**src/rtl/melody_sequencer.sv**
```systemverilog
// Programmable melody player: a register table of NUM_MELODIES tunes, played one at a time
// on the slowClken time base with slot-priority pre-emption, per-slot looping and rests.
module melody_sequencer #(
  parameter int unsigned NUM_MELODIES = 4,
  parameter int unsigned MAX_LEN      = 16,
  parameter int unsigned NOTE_W       = 4,
  parameter int unsigned DUR_W        = 3,
  parameter int unsigned REST_NOTE    = 13
) (
  input  logic                            clk,
  input  logic                            reset,
  input  logic                            slowClken,
  input  logic [NUM_MELODIES-1:0]         trig,
  input  logic [NUM_MELODIES-1:0]         loop_en,
  input  logic                            stop,
  input  logic                            wr_en,
  input  logic [$clog2(NUM_MELODIES)-1:0] wr_mel,
  input  logic [$clog2(MAX_LEN)-1:0]      wr_idx,
  input  logic [NOTE_W-1:0]               wr_note,
  input  logic [DUR_W-1:0]                wr_dur,
  input  logic                            wr_last,
  output logic [NOTE_W-1:0]               note_num,
  output logic                            enable_sound,
  output logic                            busy,
  output logic [$clog2(NUM_MELODIES)-1:0] cur_mel,
  output logic                            done
);

  localparam int unsigned MW = $clog2(NUM_MELODIES);
  localparam int unsigned IW = $clog2(MAX_LEN);

  typedef enum logic [0:0] {StIdle, StPlay} state_e;

  logic [NOTE_W-1:0] note_q [NUM_MELODIES][MAX_LEN];
  logic [DUR_W-1:0]  dur_q  [NUM_MELODIES][MAX_LEN];
  logic              last_q [NUM_MELODIES][MAX_LEN];

  state_e            state_q;
  logic [MW-1:0]     mel_q;
  logic [IW-1:0]     idx_q;
  logic [DUR_W-1:0]  cnt_q;
  logic              done_q;

  logic [NOTE_W-1:0] cur_note;
  logic              is_last;
  logic [IW-1:0]     nxt_idx;
  logic              trig_any;
  logic [MW-1:0]     trig_sel;
  logic              preempt;

  function automatic logic [DUR_W-1:0] eff_dur(input logic [DUR_W-1:0] d);
    return (d == '0) ? DUR_W'(1) : d;
  endfunction

  always_ff @(posedge clk) begin
    if (reset) begin
      for (int m = 0; m < NUM_MELODIES; m++) begin
        for (int i = 0; i < MAX_LEN; i++) begin
          note_q[m][i] <= NOTE_W'(REST_NOTE);
          dur_q[m][i]  <= DUR_W'(1);
          last_q[m][i] <= 1'b1;
        end
      end
    end else if (wr_en) begin
      note_q[wr_mel][wr_idx] <= wr_note;
      dur_q[wr_mel][wr_idx]  <= wr_dur;
      last_q[wr_mel][wr_idx] <= wr_last;
    end
  end

  // Lowest set trig bit wins; it pre-empts only a strictly lower-priority slot.
  always_comb begin
    trig_any = |trig;
    trig_sel = '0;
    for (int j = NUM_MELODIES - 1; j >= 0; j--) begin
      if (trig[j]) trig_sel = MW'(j);
    end
  end

  assign preempt  = trig_any && (trig_sel < mel_q);
  assign cur_note = note_q[mel_q][idx_q];
  assign nxt_idx  = idx_q + IW'(1);
  assign is_last  = last_q[mel_q][idx_q] || (idx_q == IW'(MAX_LEN - 1));

  always_ff @(posedge clk) begin
    if (reset) begin
      state_q <= StIdle;
      mel_q   <= '0;
      idx_q   <= '0;
      cnt_q   <= '0;
      done_q  <= 1'b0;
    end else begin
      done_q <= 1'b0;
      unique case (state_q)
        StIdle: begin
          if (trig_any) begin
            state_q <= StPlay;
            mel_q   <= trig_sel;
            idx_q   <= '0;
            cnt_q   <= eff_dur(dur_q[trig_sel][0]);
          end
        end
        StPlay: begin
          if (stop) begin
            state_q <= StIdle;
            mel_q   <= '0;
          end else if (preempt) begin
            mel_q <= trig_sel;
            idx_q <= '0;
            cnt_q <= eff_dur(dur_q[trig_sel][0]);
          end else if (slowClken) begin
            if (cnt_q > DUR_W'(1)) begin
              cnt_q <= cnt_q - DUR_W'(1);
            end else if (!is_last) begin
              idx_q <= nxt_idx;
              cnt_q <= eff_dur(dur_q[mel_q][nxt_idx]);
            end else if (loop_en[mel_q]) begin
              idx_q <= '0;
              cnt_q <= eff_dur(dur_q[mel_q][0]);
            end else begin
              state_q <= StIdle;
              mel_q   <= '0;
              done_q  <= 1'b1;
            end
          end
        end
        default: state_q <= StIdle;
      endcase
    end
  end

  assign busy         = (state_q == StPlay);
  assign note_num     = busy ? cur_note : NOTE_W'(REST_NOTE);
  assign enable_sound = busy && (cur_note != NOTE_W'(REST_NOTE));
  assign cur_mel      = mel_q;
  assign done         = done_q;

endmodule

```
**config.mk**
```make
export PLATFORM = sky130hd
export DESIGN_NAME = melody_sequencer
export DESIGN_NICKNAME = d
export VERILOG_FILES = /design/src/rtl/melody_sequencer.sv
export SDC_FILE = /design/constraint.sdc
export NUM_CORES = 1
export LEC_CHECK = 0
export ABC_AREA = 1
export ABC_CLOCK_PERIOD_IN_PS = 4300
export CAP_MARGIN = 20
export CORE_AREA = 2 2 280 282
export CTS_CLUSTER_SIZE = 24
export DETAILED_ROUTE_END_ITERATION = 10
export DIE_AREA = 0 0 282 284
export PLACE_DENSITY_LB_ADDON = 0.3
export SLEW_MARGIN = 20
export SYNTH_ARGS = -nofsm -noshare
export SYNTH_HDL_FRONTEND = slang
export SYNTH_SLANG_ARGS = --single-unit
```
**constraint.sdc**
```tcl
create_clock -name clk -period 4.3 [get_ports clk]
set_input_delay 0.86 -clock clk [delete_from_list [all_inputs] [get_ports clk]]
set_output_delay 0.86 -clock clk [all_outputs]
set_load 0.01 [all_outputs]
```
==> results of run 1 <==
-- tightest hold or removal path, stage by stage, from the launching register on --
cell and delay [ns]:
dfxtp_1 0.31, nor2_1 0.12, a21oi_1 0.05
-- registers in the layout (all words and copies together) (netlist names), named ones only --
signal and flops:
cnt_q 3, note_q 256, idx_q 4, dur_q 192, cur_mel 2, done 1, last_q 64, busy 1
-- stage by stage --
stage	std cells	hold WS [ns]	instance area [sq um]
6_report	3623	0.529	27700
4_1_cts	3622	0.522	27600
3_3_place_gp	3519	0.471	25800
2_1_floorplan	2560	0.462	24400
5_1_grt	3623	0.570	27700
3_5_place_dp	3519	0.512	25800
-- metal layers --
| layer | track usage | up-vias |
|---|---|---|
| li1 | - | 8584 |
| met1 | 0.262 | 9262 |
| met2 | 0.304 | 816 |
| met3 | 0.0251 | 147 |
| met4 | 0.0789 | 0 |
| met5 | 0 | - |
-- layout make-up --
cell class	count	area, sq um	area share
repair buffers	91	1020	0.0368
well taps	1040	1300	0.0470
flip-flops and latches	525	15600	0.565
clock buffers	73	1490	0.0537
clock inverters	26	234	0.00846
multi-input cells	1738	7480	0.270
inverters	130	505	0.0183
-- synth_stat cells, drive strengths merged, types with 2 or more instances --
cell / instances / area, sq um
buf: 76 / 517
nor2: 487 / 1830
nand2: 746 / 2810
o22ai: 40 / 250
nor4: 2 / 12.5
o211ai: 8 / 65.1
clkbuf: 91 / 343
a21oi: 24 / 139
nand3: 209 / 1060
ha: 4 / 50.1
edfxtp: 511 / 15300
o21bai: 3 / 22.5
inv: 128 / 483
dfxtp: 14 / 280
nor3: 3 / 15.0
clkinv: 2 / 7.51
nand4: 16 / 113
o221ai: 27 / 236
o21ai: 163 / 816
-- path summary, 6_finish.rpt --
kind | startpoint | to | slack (ns) | depth (start not counted)
worst max-delay path | flip-flop | note_num[2] | 0.06 | 9
worst min-delay path | last_q[2][15]$_DFF_P_ | last_q[2][15]$_DFF_P_ | 0.53 | 2
worst max register to register | flip-flop | idx_q[1]$_SDFFE_PP0P_ | 1.52 | 14
worst min register to register | last_q[2][15]$_DFF_P_ | last_q[2][15]$_DFF_P_ | 0.53 | 2
-- cell families (layout without fill, tap and decap cells) --
group,count (synthesis),in the layout
adder cells (fa/ha/maj),4,4
AO/OA/AOI/OAI,268,268
flip-flops,525,525
XOR/XNOR,2,2
buffers and inverters,297,320
AND/OR/NAND/NOR,1464,1464
-- timing repair --
action / in CTS / in global routing
cloned: 2 / 1
setup endpoints to repair: 5 / 4
endpoints found under the hold margin: 0 / 0
setup buffers: 2 / 0
hold buffers: 0 / 0
pin swaps: 2 / 0
resized for setup: 7 / 4
-- power by group --
part	switching, mW	total, mW	internal [mW]
Sequential	0.123	6.00	5.88
Combinational	1.17	1.59	0.422
Clock	2.04	4.70	2.66
==> summary.txt, run 1 <==
Status
  • Status: complete, no violations

Floorplan
  • Initial Util: 0.318
  • I/O Pins: 36
  • Horiz. Die Dim: 282 um
  • Core Area: 77000 sq um
  • Die ar.: 80100 sq um
  • Placement Rows: 102
  • DIE HEIGHT: ~280 um

GRT
  • Total gr overflow: 0
  • Maximum number of pins on one net before global-route repair: roughly 110
  • First-pass GRT wire length: 115000 um
  • Initial antenna violation count: 0
  • Overall routing resource usage: 0.191
  • Vias in the first global route: 18100

Timing
  • Count of final setup violators: 0
  • Clock Skews: between 0.03 and 0.04 ns
  • Worst Max-Slew Pin Slew: 0.955 ns
  • Rel. slew slack: 0.363
  • Period Utilization, post-route: 0.986
  • Achievable Freq: 0.236 GHz
  • Setup TNS: 0 ns
  • Final worst slack: slightly below 0.06 ns
  • Max-slew violations: 0
  • RSZ-0062 raised after global routing: yes
  • Final min period: roughly 4.2 ns
  • Fin. Hold Viols: 0

Logic synthesis
  • Post-synth cell types: 40
  • XOR/XNOR share of the synthesized area: 0.000717
  • Synth Area in Compound Gates: 0.0636
  • Gate Count Post-Synth: 2560
  • Mux cell area share after synthesis: 0
  • Synth Register Bits: roughly 530
  • Syn Nets: 2591
  • Adder-cell area share of the yosys netlist: 0.00205
  • Simple-gate share of the synthesized area: 0.239
  • Seq/Total Area, Yosys: 0.639
  • Syn Area/Cell: ~9.5 sq um
  • Mapped cell area: ~24000 sq um
  • Post-synth ARST share: 0
  • Primary FF master, synth: edfxtp_1
  • Largest family of logic cells by synthesized area: simple AND/OR/NAND/NOR gates
  • EDFF count, synth: between 500 and 600
  • Yosys warns: 0

Clocking
  • CTS tree: built
  • Root Driver: clkbuf_16
  • CTS buffer count: 55
  • CTS Sinks: around 530
  • H-tree depth: 2
  • CTS Buffer Depth: 3
  • Clock Latency Late Sink: approximately 0.63 ns
  • Clock transition at path regs: ~0.070 ns

Cells and area
  • Post-layout util: 0.359
  • Final net count: roughly 2600
  • Filler cell count: slightly below 8000
  • Layout cells sized above 1: 0.0616
  • Commonest non-fill, non-tap cell in the layout: nand2_1
  • Antenna Cells: 0
  • Commonest non-fill, non-tap cells in the layout: nand2_1, edfxtp_1, nor2_1, nand3_1, o21ai_0
  • Area growth syn-to-layout: 13.2%

Worst hold path
  • Min-Delay Path Class: flip-flop to flip-flop

Routing
  • WL met3: 5880 um
  • DRC: 0
  • Routed WL: 77900 um
  • First-pass DRT Iterations: 6
  • M1 wire length: approximately 33000 um
  • DRT iter0 DRCs: around 2200
  • Met2 routed WL: around 36000 um
  • Highest Signal Layer: met4
  • Via-to-Cell Ratio: 5.19
  • Final antenna-violating net count: 0
  • DR vias: about 19000
  • Wire per inst: 21.5 um

Worst setup path
  • Crit path DAT: between 3 and 4 ns
  • CP cell instances: inv_12 > buf_4 > nor2_1 > o221ai_1 > o211ai_1 > nand3_1 > nand3_1 > nand3_1 > clkdlybuf4s50_1
  • Cell family with most CP delay: buffers and inverters
  • Critical path launch point type: flip-flop
  • Critical path's slowest cell: clkdlybuf4s50_1
  • CP most frequent cell: nand3_1
  • CP max stage delay: approximately 0.57 ns
  • Critical path class: flip-flop to output port
  • CP Max Fanout: 69
  • CP required: ~3.4 ns
  • Buffers plus inverters on the worst setup path: 3
  • Setup crit end kind: output port

Pwr
  • Power per cell area: approximately 440 nW/um^2
  • Power, Total: 12.3 mW
  • Worst vdd ir: about 0.3 mV
  • Leak: about 9.7 nW

Placed design
  • IO Port Bufs: 35
  • HPWL after detailed placement: approximately 48000 um
  • DP Worst Slack: ~0.47 ns
  • GP Congestion: just under 0.9

Job
  • Max_cap viols: 0
Note: power is estimated with default switching activity, not from simulation.
==> run 2, diff against run 1 <==
CTS_CLUSTER_SIZE = unset   (was 24)
SLEW_MARGIN = unset   (was 20)
==> results of run 2 <==
Same layout as run 1: the final DEF is identical, and so are final timing and power.
